==> src/rtl/cpu_data_path_pkg.sv <==
// Shared constants for the single-bus CPU datapath: bus width, ALU function
// codes and the bus-source numbering (lower index wins the bus).
package cpu_pkg;

    localparam int WIDTH = 32;

    localparam logic [2:0] ALU_AND = 3'd0;
    localparam logic [2:0] ALU_OR  = 3'd1;
    localparam logic [2:0] ALU_ADD = 3'd2;
    localparam logic [2:0] ALU_SUB = 3'd3;
    localparam logic [2:0] ALU_NEG = 3'd4;
    localparam logic [2:0] ALU_NOT = 3'd5;
    localparam logic [2:0] ALU_INC = 3'd6;
    localparam logic [2:0] ALU_MUL = 3'd7;

    // R0..R15 occupy indices 0..15.
    localparam int SRC_HI     = 16;
    localparam int SRC_LO     = 17;
    localparam int SRC_ZHI    = 18;
    localparam int SRC_ZLO    = 19;
    localparam int SRC_PC     = 20;
    localparam int SRC_MDR    = 21;
    localparam int SRC_INPORT = 22;
    localparam int SRC_Y      = 23;
    localparam int NUM_SRC    = 24;

endpackage

==> src/rtl/cpu_data_path_if.sv <==
// Control and data bundle between the sequencer (master) and the datapath
// (slave). Rout/Rin bit i is the out-select / load-enable of general register Ri.
interface cpu_data_path_if;
    import cpu_pkg::*;

    logic [WIDTH-1:0] A;
    logic [WIDTH-1:0] RegisterAImmediate;
    logic [WIDTH-1:0] MDataIn;
    logic [15:0]      Rout;
    logic [15:0]      Rin;
    logic             HIout, LOout, Zhighout, Zlowout, PCout, MDRout, InPortout, Yout;
    logic             HIin, LOin, PCin, IRin, MARin, MDRin, InPortin, Yin;
    logic             Zhighin, Zlowin;
    logic             Read;
    logic [2:0]       ALUop;
    logic [WIDTH-1:0] busOut;
    logic [WIDTH-1:0] IRq;
    logic [WIDTH-1:0] MARq;

    modport master (
        output A, RegisterAImmediate, MDataIn, Rout, Rin,
        output HIout, LOout, Zhighout, Zlowout, PCout, MDRout, InPortout, Yout,
        output HIin, LOin, PCin, IRin, MARin, MDRin, InPortin, Yin,
        output Zhighin, Zlowin, Read, ALUop,
        input  busOut, IRq, MARq
    );

    modport slave (
        input  A, RegisterAImmediate, MDataIn, Rout, Rin,
        input  HIout, LOout, Zhighout, Zlowout, PCout, MDRout, InPortout, Yout,
        input  HIin, LOin, PCin, IRin, MARin, MDRin, InPortin, Yin,
        input  Zhighin, Zlowin, Read, ALUop,
        output busOut, IRq, MARq
    );

endinterface

==> src/rtl/cpu_data_path_reg32.sv <==
// Datapath register: asynchronous active-low clear, synchronous load enable.
module reg32
    import cpu_pkg::*;
#(
    parameter int W = WIDTH
) (
    input  logic         clock,
    input  logic         clear,
    input  logic         en,
    input  logic [W-1:0] d,
    output logic [W-1:0] q
);

    always_ff @(posedge clock or negedge clear) begin
        if (!clear) begin
            q <= '0;
        end else if (en) begin
            q <= d;
        end
    end

endmodule

==> src/rtl/cpu_data_path.sv <==
// Single-bus 32-bit CPU datapath: priority-encoded shared bus, bus-sourced
// registers, 64-bit Z pair fed by a combinational ALU. Sequencing is external.
module cpu_data_path
    import cpu_pkg::*;
(
    input logic            clock,
    input logic            clear,
    cpu_data_path_if.slave dp
);

    logic [WIDTH-1:0]   src_q [NUM_SRC];
    logic [WIDTH-1:0]   src_d [NUM_SRC];
    logic [NUM_SRC-1:0] out_sel;
    logic [NUM_SRC-1:0] in_en;
    logic [WIDTH-1:0]   bus;
    logic [WIDTH-1:0]   y_q;
    logic [WIDTH-1:0]   ir_q;
    logic [WIDTH-1:0]   mar_q;
    logic [2*WIDTH-1:0] y_ext;
    logic [2*WIDTH-1:0] b_ext;
    logic [2*WIDTH-1:0] alu_c;

    assign out_sel = {dp.Yout, dp.InPortout, dp.MDRout, dp.PCout,
                      dp.Zlowout, dp.Zhighout, dp.LOout, dp.HIout, dp.Rout};
    assign in_en   = {dp.Yin, dp.InPortin, dp.MDRin, dp.PCin,
                      dp.Zlowin, dp.Zhighin, dp.LOin, dp.HIin, dp.Rin};

    // Scan from the lowest-priority source up so the lowest index wins.
    always_comb begin
        bus = dp.RegisterAImmediate;
        for (int i = NUM_SRC - 1; i >= 0; i--) begin
            if (out_sel[i]) begin
                bus = src_q[i];
            end
        end
    end

    assign y_q   = src_q[SRC_Y];
    assign y_ext = {{WIDTH{y_q[WIDTH-1]}}, y_q};
    assign b_ext = {{WIDTH{bus[WIDTH-1]}}, bus};

    // Low 2*WIDTH bits of the sign-extended product equal the signed product.
    always_comb begin
        alu_c = '0;
        case (dp.ALUop)
            ALU_AND: alu_c = {{WIDTH{1'b0}}, y_q & bus};
            ALU_OR:  alu_c = {{WIDTH{1'b0}}, y_q | bus};
            ALU_ADD: alu_c = {{WIDTH{1'b0}}, y_q + bus};
            ALU_SUB: alu_c = {{WIDTH{1'b0}}, y_q - bus};
            ALU_NEG: alu_c = {{WIDTH{1'b0}}, {WIDTH{1'b0}} - bus};
            ALU_NOT: alu_c = {{WIDTH{1'b0}}, ~bus};
            ALU_INC: alu_c = {{WIDTH{1'b0}}, bus + WIDTH'(1)};
            ALU_MUL: alu_c = y_ext * b_ext;
            default: alu_c = '0;
        endcase
    end

    always_comb begin
        for (int i = 0; i < NUM_SRC; i++) begin
            src_d[i] = bus;
        end
        src_d[SRC_ZHI]    = alu_c[2*WIDTH-1:WIDTH];
        src_d[SRC_ZLO]    = alu_c[WIDTH-1:0];
        src_d[SRC_MDR]    = dp.Read ? dp.MDataIn : bus;
        src_d[SRC_INPORT] = dp.A;
    end

    for (genvar g = 0; g < NUM_SRC; g++) begin : g_src_reg
        reg32 #(.W(WIDTH)) u_reg (
            .clock (clock),
            .clear (clear),
            .en    (in_en[g]),
            .d     (src_d[g]),
            .q     (src_q[g])
        );
    end

    reg32 #(.W(WIDTH)) u_ir (
        .clock (clock),
        .clear (clear),
        .en    (dp.IRin),
        .d     (bus),
        .q     (ir_q)
    );

    reg32 #(.W(WIDTH)) u_mar (
        .clock (clock),
        .clear (clear),
        .en    (dp.MARin),
        .d     (bus),
        .q     (mar_q)
    );

    assign dp.busOut = bus;
    assign dp.IRq    = ir_q;
    assign dp.MARq   = mar_q;

endmodule

==> src/flat_wrapper.sv <==
// flat-port wrapper written by rule: the top's interface ports become plain ports
module cpu_data_path_flat import cpu_pkg::*;
  (clock, clear, dp_A, dp_RegisterAImmediate, dp_MDataIn, dp_Rout, dp_Rin, dp_HIout, dp_LOout, dp_Zhighout, dp_Zlowout, dp_PCout, dp_MDRout, dp_InPortout, dp_Yout, dp_HIin, dp_LOin, dp_PCin, dp_IRin, dp_MARin, dp_MDRin, dp_InPortin, dp_Yin, dp_Zhighin, dp_Zlowin, dp_Read, dp_ALUop, dp_busOut, dp_IRq, dp_MARq);
  cpu_data_path_if dp_i ();
  input logic clock;
  input logic clear;
  input wire logic [$bits(dp_i.A)-1:0] dp_A;
  input wire logic [$bits(dp_i.RegisterAImmediate)-1:0] dp_RegisterAImmediate;
  input wire logic [$bits(dp_i.MDataIn)-1:0] dp_MDataIn;
  input wire logic [$bits(dp_i.Rout)-1:0] dp_Rout;
  input wire logic [$bits(dp_i.Rin)-1:0] dp_Rin;
  input wire logic [$bits(dp_i.HIout)-1:0] dp_HIout;
  input wire logic [$bits(dp_i.LOout)-1:0] dp_LOout;
  input wire logic [$bits(dp_i.Zhighout)-1:0] dp_Zhighout;
  input wire logic [$bits(dp_i.Zlowout)-1:0] dp_Zlowout;
  input wire logic [$bits(dp_i.PCout)-1:0] dp_PCout;
  input wire logic [$bits(dp_i.MDRout)-1:0] dp_MDRout;
  input wire logic [$bits(dp_i.InPortout)-1:0] dp_InPortout;
  input wire logic [$bits(dp_i.Yout)-1:0] dp_Yout;
  input wire logic [$bits(dp_i.HIin)-1:0] dp_HIin;
  input wire logic [$bits(dp_i.LOin)-1:0] dp_LOin;
  input wire logic [$bits(dp_i.PCin)-1:0] dp_PCin;
  input wire logic [$bits(dp_i.IRin)-1:0] dp_IRin;
  input wire logic [$bits(dp_i.MARin)-1:0] dp_MARin;
  input wire logic [$bits(dp_i.MDRin)-1:0] dp_MDRin;
  input wire logic [$bits(dp_i.InPortin)-1:0] dp_InPortin;
  input wire logic [$bits(dp_i.Yin)-1:0] dp_Yin;
  input wire logic [$bits(dp_i.Zhighin)-1:0] dp_Zhighin;
  input wire logic [$bits(dp_i.Zlowin)-1:0] dp_Zlowin;
  input wire logic [$bits(dp_i.Read)-1:0] dp_Read;
  input wire logic [$bits(dp_i.ALUop)-1:0] dp_ALUop;
  output wire logic [$bits(dp_i.busOut)-1:0] dp_busOut;
  output wire logic [$bits(dp_i.IRq)-1:0] dp_IRq;
  output wire logic [$bits(dp_i.MARq)-1:0] dp_MARq;
  assign dp_i.A = dp_A;
  assign dp_i.RegisterAImmediate = dp_RegisterAImmediate;
  assign dp_i.MDataIn = dp_MDataIn;
  assign dp_i.Rout = dp_Rout;
  assign dp_i.Rin = dp_Rin;
  assign dp_i.HIout = dp_HIout;
  assign dp_i.LOout = dp_LOout;
  assign dp_i.Zhighout = dp_Zhighout;
  assign dp_i.Zlowout = dp_Zlowout;
  assign dp_i.PCout = dp_PCout;
  assign dp_i.MDRout = dp_MDRout;
  assign dp_i.InPortout = dp_InPortout;
  assign dp_i.Yout = dp_Yout;
  assign dp_i.HIin = dp_HIin;
  assign dp_i.LOin = dp_LOin;
  assign dp_i.PCin = dp_PCin;
  assign dp_i.IRin = dp_IRin;
  assign dp_i.MARin = dp_MARin;
  assign dp_i.MDRin = dp_MDRin;
  assign dp_i.InPortin = dp_InPortin;
  assign dp_i.Yin = dp_Yin;
  assign dp_i.Zhighin = dp_Zhighin;
  assign dp_i.Zlowin = dp_Zlowin;
  assign dp_i.Read = dp_Read;
  assign dp_i.ALUop = dp_ALUop;
  assign dp_busOut = dp_i.busOut;
  assign dp_IRq = dp_i.IRq;
  assign dp_MARq = dp_i.MARq;
  cpu_data_path u_core (.clock(clock), .clear(clear), .dp(dp_i));
endmodule
==> config.mk <==
export PLATFORM = sky130hd
export DESIGN_NAME = cpu_data_path_flat
export DESIGN_NICKNAME = d
export VERILOG_FILES = /design/src/rtl/cpu_data_path_pkg.sv /design/src/rtl/cpu_data_path_if.sv /design/src/rtl/cpu_data_path_reg32.sv /design/src/rtl/cpu_data_path.sv /design/src/flat_wrapper.sv
export SDC_FILE = /design/constraint.sdc
export NUM_CORES = 2
export LEC_CHECK = 0
export BUFFER_PORTS_ARGS = -buffer_cell sky130_fd_sc_hd__buf_4
export CAP_MARGIN = 0
export CORE_MARGIN = 2
export CORE_UTILIZATION = 50
export CTS_BUF_LIST = sky130_fd_sc_hd__clkbuf_4 sky130_fd_sc_hd__clkbuf_8 sky130_fd_sc_hd__clkbuf_16
export CTS_CLUSTER_SIZE = 24
export DETAILED_ROUTE_END_ITERATION = 12
export PLACE_DENSITY = 0.66
export SLEW_MARGIN = 20
export SYNTH_ARGS = -nofsm -noshare
export SYNTH_HDL_FRONTEND = slang
export SYNTH_HIERARCHICAL = 1
export SYNTH_SLANG_ARGS = --single-unit
==> constraint.sdc <==
create_clock -name clock -period 10.8 [get_ports clock]
set_input_delay 2.16 -clock clock [delete_from_list [all_inputs] [get_ports clock]]
set_output_delay 2.16 -clock clock [all_outputs]
set_load 0.01 [all_outputs]
==> run metrics <==
status finished with violations; failing checks negative setup slack; top post-synthesis cells by area fa_1 26%, dfrtp_1 25%, mux2_4 14%; R2R Path Start u_core/g_src_reg[23].u_reg/q[10]; Area Overhead vs Synth 17.3%; mapped cell area 0.0849 sq mm; initial drt markers 5888; worst hold slack 506 ps; Ys Warns 6; TritonCTS clock tree built; via count normalized by instance count 5.94; Syn Nets 9301; Startpoint Class input pin; cts bufs inserted 85; CTS sink count 832; kind of critical path in2reg; f_max 86.8 MHz; number of setup violations in the final report 48; Hold Path Sink u_core/u_ir/q[12]; sequential-to-total area share from yosys stat between 20% and 30%; DR vias 64400; Critical Path AT 12100 ps; path type of the worst min-delay path reg2reg; Post-synth EDFFs 0; Hold Crit Start u_core/u_ir/q[12]; RR Endpoint u_core/g_src_reg[18].u_reg/q[31]; fin util 58.9%; Setup TNS -18130 ps; initial antenna violation count 34; Slew Limit Headroom 19.2%; CTS Buffer Depth 3; Remaining Overflow, GRT 0; maxcap violations 0; GPL Wtd Cong 1.01; RSZ-0062 raised after global routing yes; Hold Crit Depth 1; Final Hold Viols 0; Placement Rows 151; setup slack after layout -716 ps; Final Cycle Share 107%; vias in the first global route 68500; DRC viols 0; GRT Util Overall 35.0%; # fillers 13800; core area roughly 0.17 sq mm; setup slack at placement -1900 ps; DPL Wire Length 223 mm; Die Height approximately 420 microns; H-tree Lvls 3; clock skew approximately 37 ps; number of port buffers roughly 250; clock period minus worst slack 11520 ps; die area ~0.17 sq mm; DR pass1 iterations 6; die width 416 microns; Netlist cell types 96; leading area contributor after synthesis fa_1; Worst Tran Pin Value 1210 ps; pin count of the biggest net entering global routing 188; first-pass GRT wire length 452 mm; Worst setup EP type flop; Avg Synthesized Cell Area 10.9 sq um; Gate Count Post-Synth between 7000 and 8000; Final Max Tran Viols 0; worst-case reg-to-reg path depth 35; R2R setup slack roughly 520 ps; most frequent cells after synthesis 1084 x fa_1, 1066 x inv_1, 832 x dfrtp_1; critical path fanouts, max 18; Routed Antenna Nets 0; FFs w/ async S/R, synth 100%; Starting Density about half; CP max stage cell fa_1; top-area cell type share of the netlist area around a quarter; Clk Latency, worst-skew pair 700 ps; top_reg_cell synth dfrtp_1; Nets 10000; Ports ~250; most common cell in the netlist fa_1; Post-Route WL roughly 300 mm; most used cell, CP fa_1; Avg WL per Cell 27.9 microns; Worst-path clk slew approximately 70 ps; CTS root buf clkbuf_16; share of cells above drive strength 1 31.1%; Worst Path Required around 11000 ps; register bit total from synthesis 832; slowest cell delay on critical path 630 ps
## worst max-delay path by stage
stage,start,end,slack [ps],cells after the start
finish,dp_Yout,u_core/g_src_reg[18].u_reg/q[31],-720,38
CTS,dp_Yout,u_core/g_src_reg[18].u_reg/q[23],-610,37
floorplan,dp_Yout,u_core/g_src_reg[18].u_reg/q[31],-180,36
detailed placement,dp_Yout,u_core/g_src_reg[18].u_reg/q[23],-1900,37
global placement,dp_Yout,u_core/g_src_reg[18].u_reg/q[23],-1860,37
global route,dp_Yout,u_core/g_src_reg[18].u_reg/q[31],-860,38
## final cells by class
type	count	area [sq um]	share of cell area, %
multi-input cells	5341	58500	58.7
flip-flops and latches	832	20800	20.9
repair buffers	1203	10400	10.5
inverters	1082	4120	4.13
well taps	2218	2780	2.78
clock buffers	119	2470	2.48
clock inverters	38	475	0.477
diodes	17	42.5	0.0427
## layer usage
metal  vias up  track usage [%]  share of wire (%)
li1      27100                -                  -
met1     33600             44.7                 39
met2      2925             54.9                 46
met3       755             7.16                7.9
met4        14             21.5                7.1
met5         -                0              0.027
## cell usage in the layout, fill, tap and decap left out, types with 33 or more instances in the layout
cell,synthesis,layout
mux2_4,782,791
clkbuf_16,0,87
o21ai_0,207,169
a22oi_1,63,63
xnor2_1,62,50
a221oi_1,66,45
fa_1,1084,1022
nor2_1,226,216
a221o_1,64,64
nand2_1,636,623
ha_1,246,217
nand3_1,38,36
inv_1,1066,1047
o21ai_1,21,33
a21oi_1,286,243
o22ai_1,76,71
buf_4,33,1056
o211ai_1,33,33
a21oi_2,0,34
buf_6,30,48
buf_12,78,76
mux2_2,100,93
fa_2,0,62
nand2b_1,37,36
dfrtp_1,832,832
a211oi_1,75,62
a21o_1,57,57
nor3_1,56,44
and2_1,516,504
nor2b_1,114,111
## cells by family (layout without fill, tap and decap cells)
logic type	count (synthesis)	in the layout	synth area share, %
fa+ha+maj	1330	1330	29.2
flops	832	832	24.5
compound gates	1253	1253	10.2
simple gates	1740	1740	10.2
buf+inv	1646	2442	9.30
xor+xnor	98	98	1.01
mux	920	920	15.6
other cells	0	17	0
## per-stage QoR
| step | instances | area [sq um] |
|---|---|---|
| finish | 10900 | 99700 |
| global route | 10800 | 99700 |
| CTS | 10800 | 98300 |
| detailed placement | 10600 | 93000 |
| global placement | 10600 | 93000 |
| floorplan | 7819 | 85200 |
## flip-flops by register name, indices dropped and copies added, names as in the netlist
| name | flops |
|---|---|
| u_core/u_mar/q | 32 |
| u_core/u_ir/q | 32 |
| u_core/g_src.u_reg/q | 768 |
## repair_timing
action,CTS,global route
gates cloned,9,1
buffers inserted,81,41
endpoints found under the setup margin,53,54
hold buffers,0,0
pin swaps,244,172
resized for setup,343,213
## worst max-delay path: cells and delay by family
family | cells | cell delay (ps)
buffers and inverters | 9 | 1250
AOI/OAI and AO/OA | 17 | 3720
muxes | 2 | 410
and+or+nand+nor | 1 | 80
adders and majority gates | 9 | 4440
Power is not shown: default switching activity piles up to over one toggle a cycle in this logic, so the estimate is an artifact.
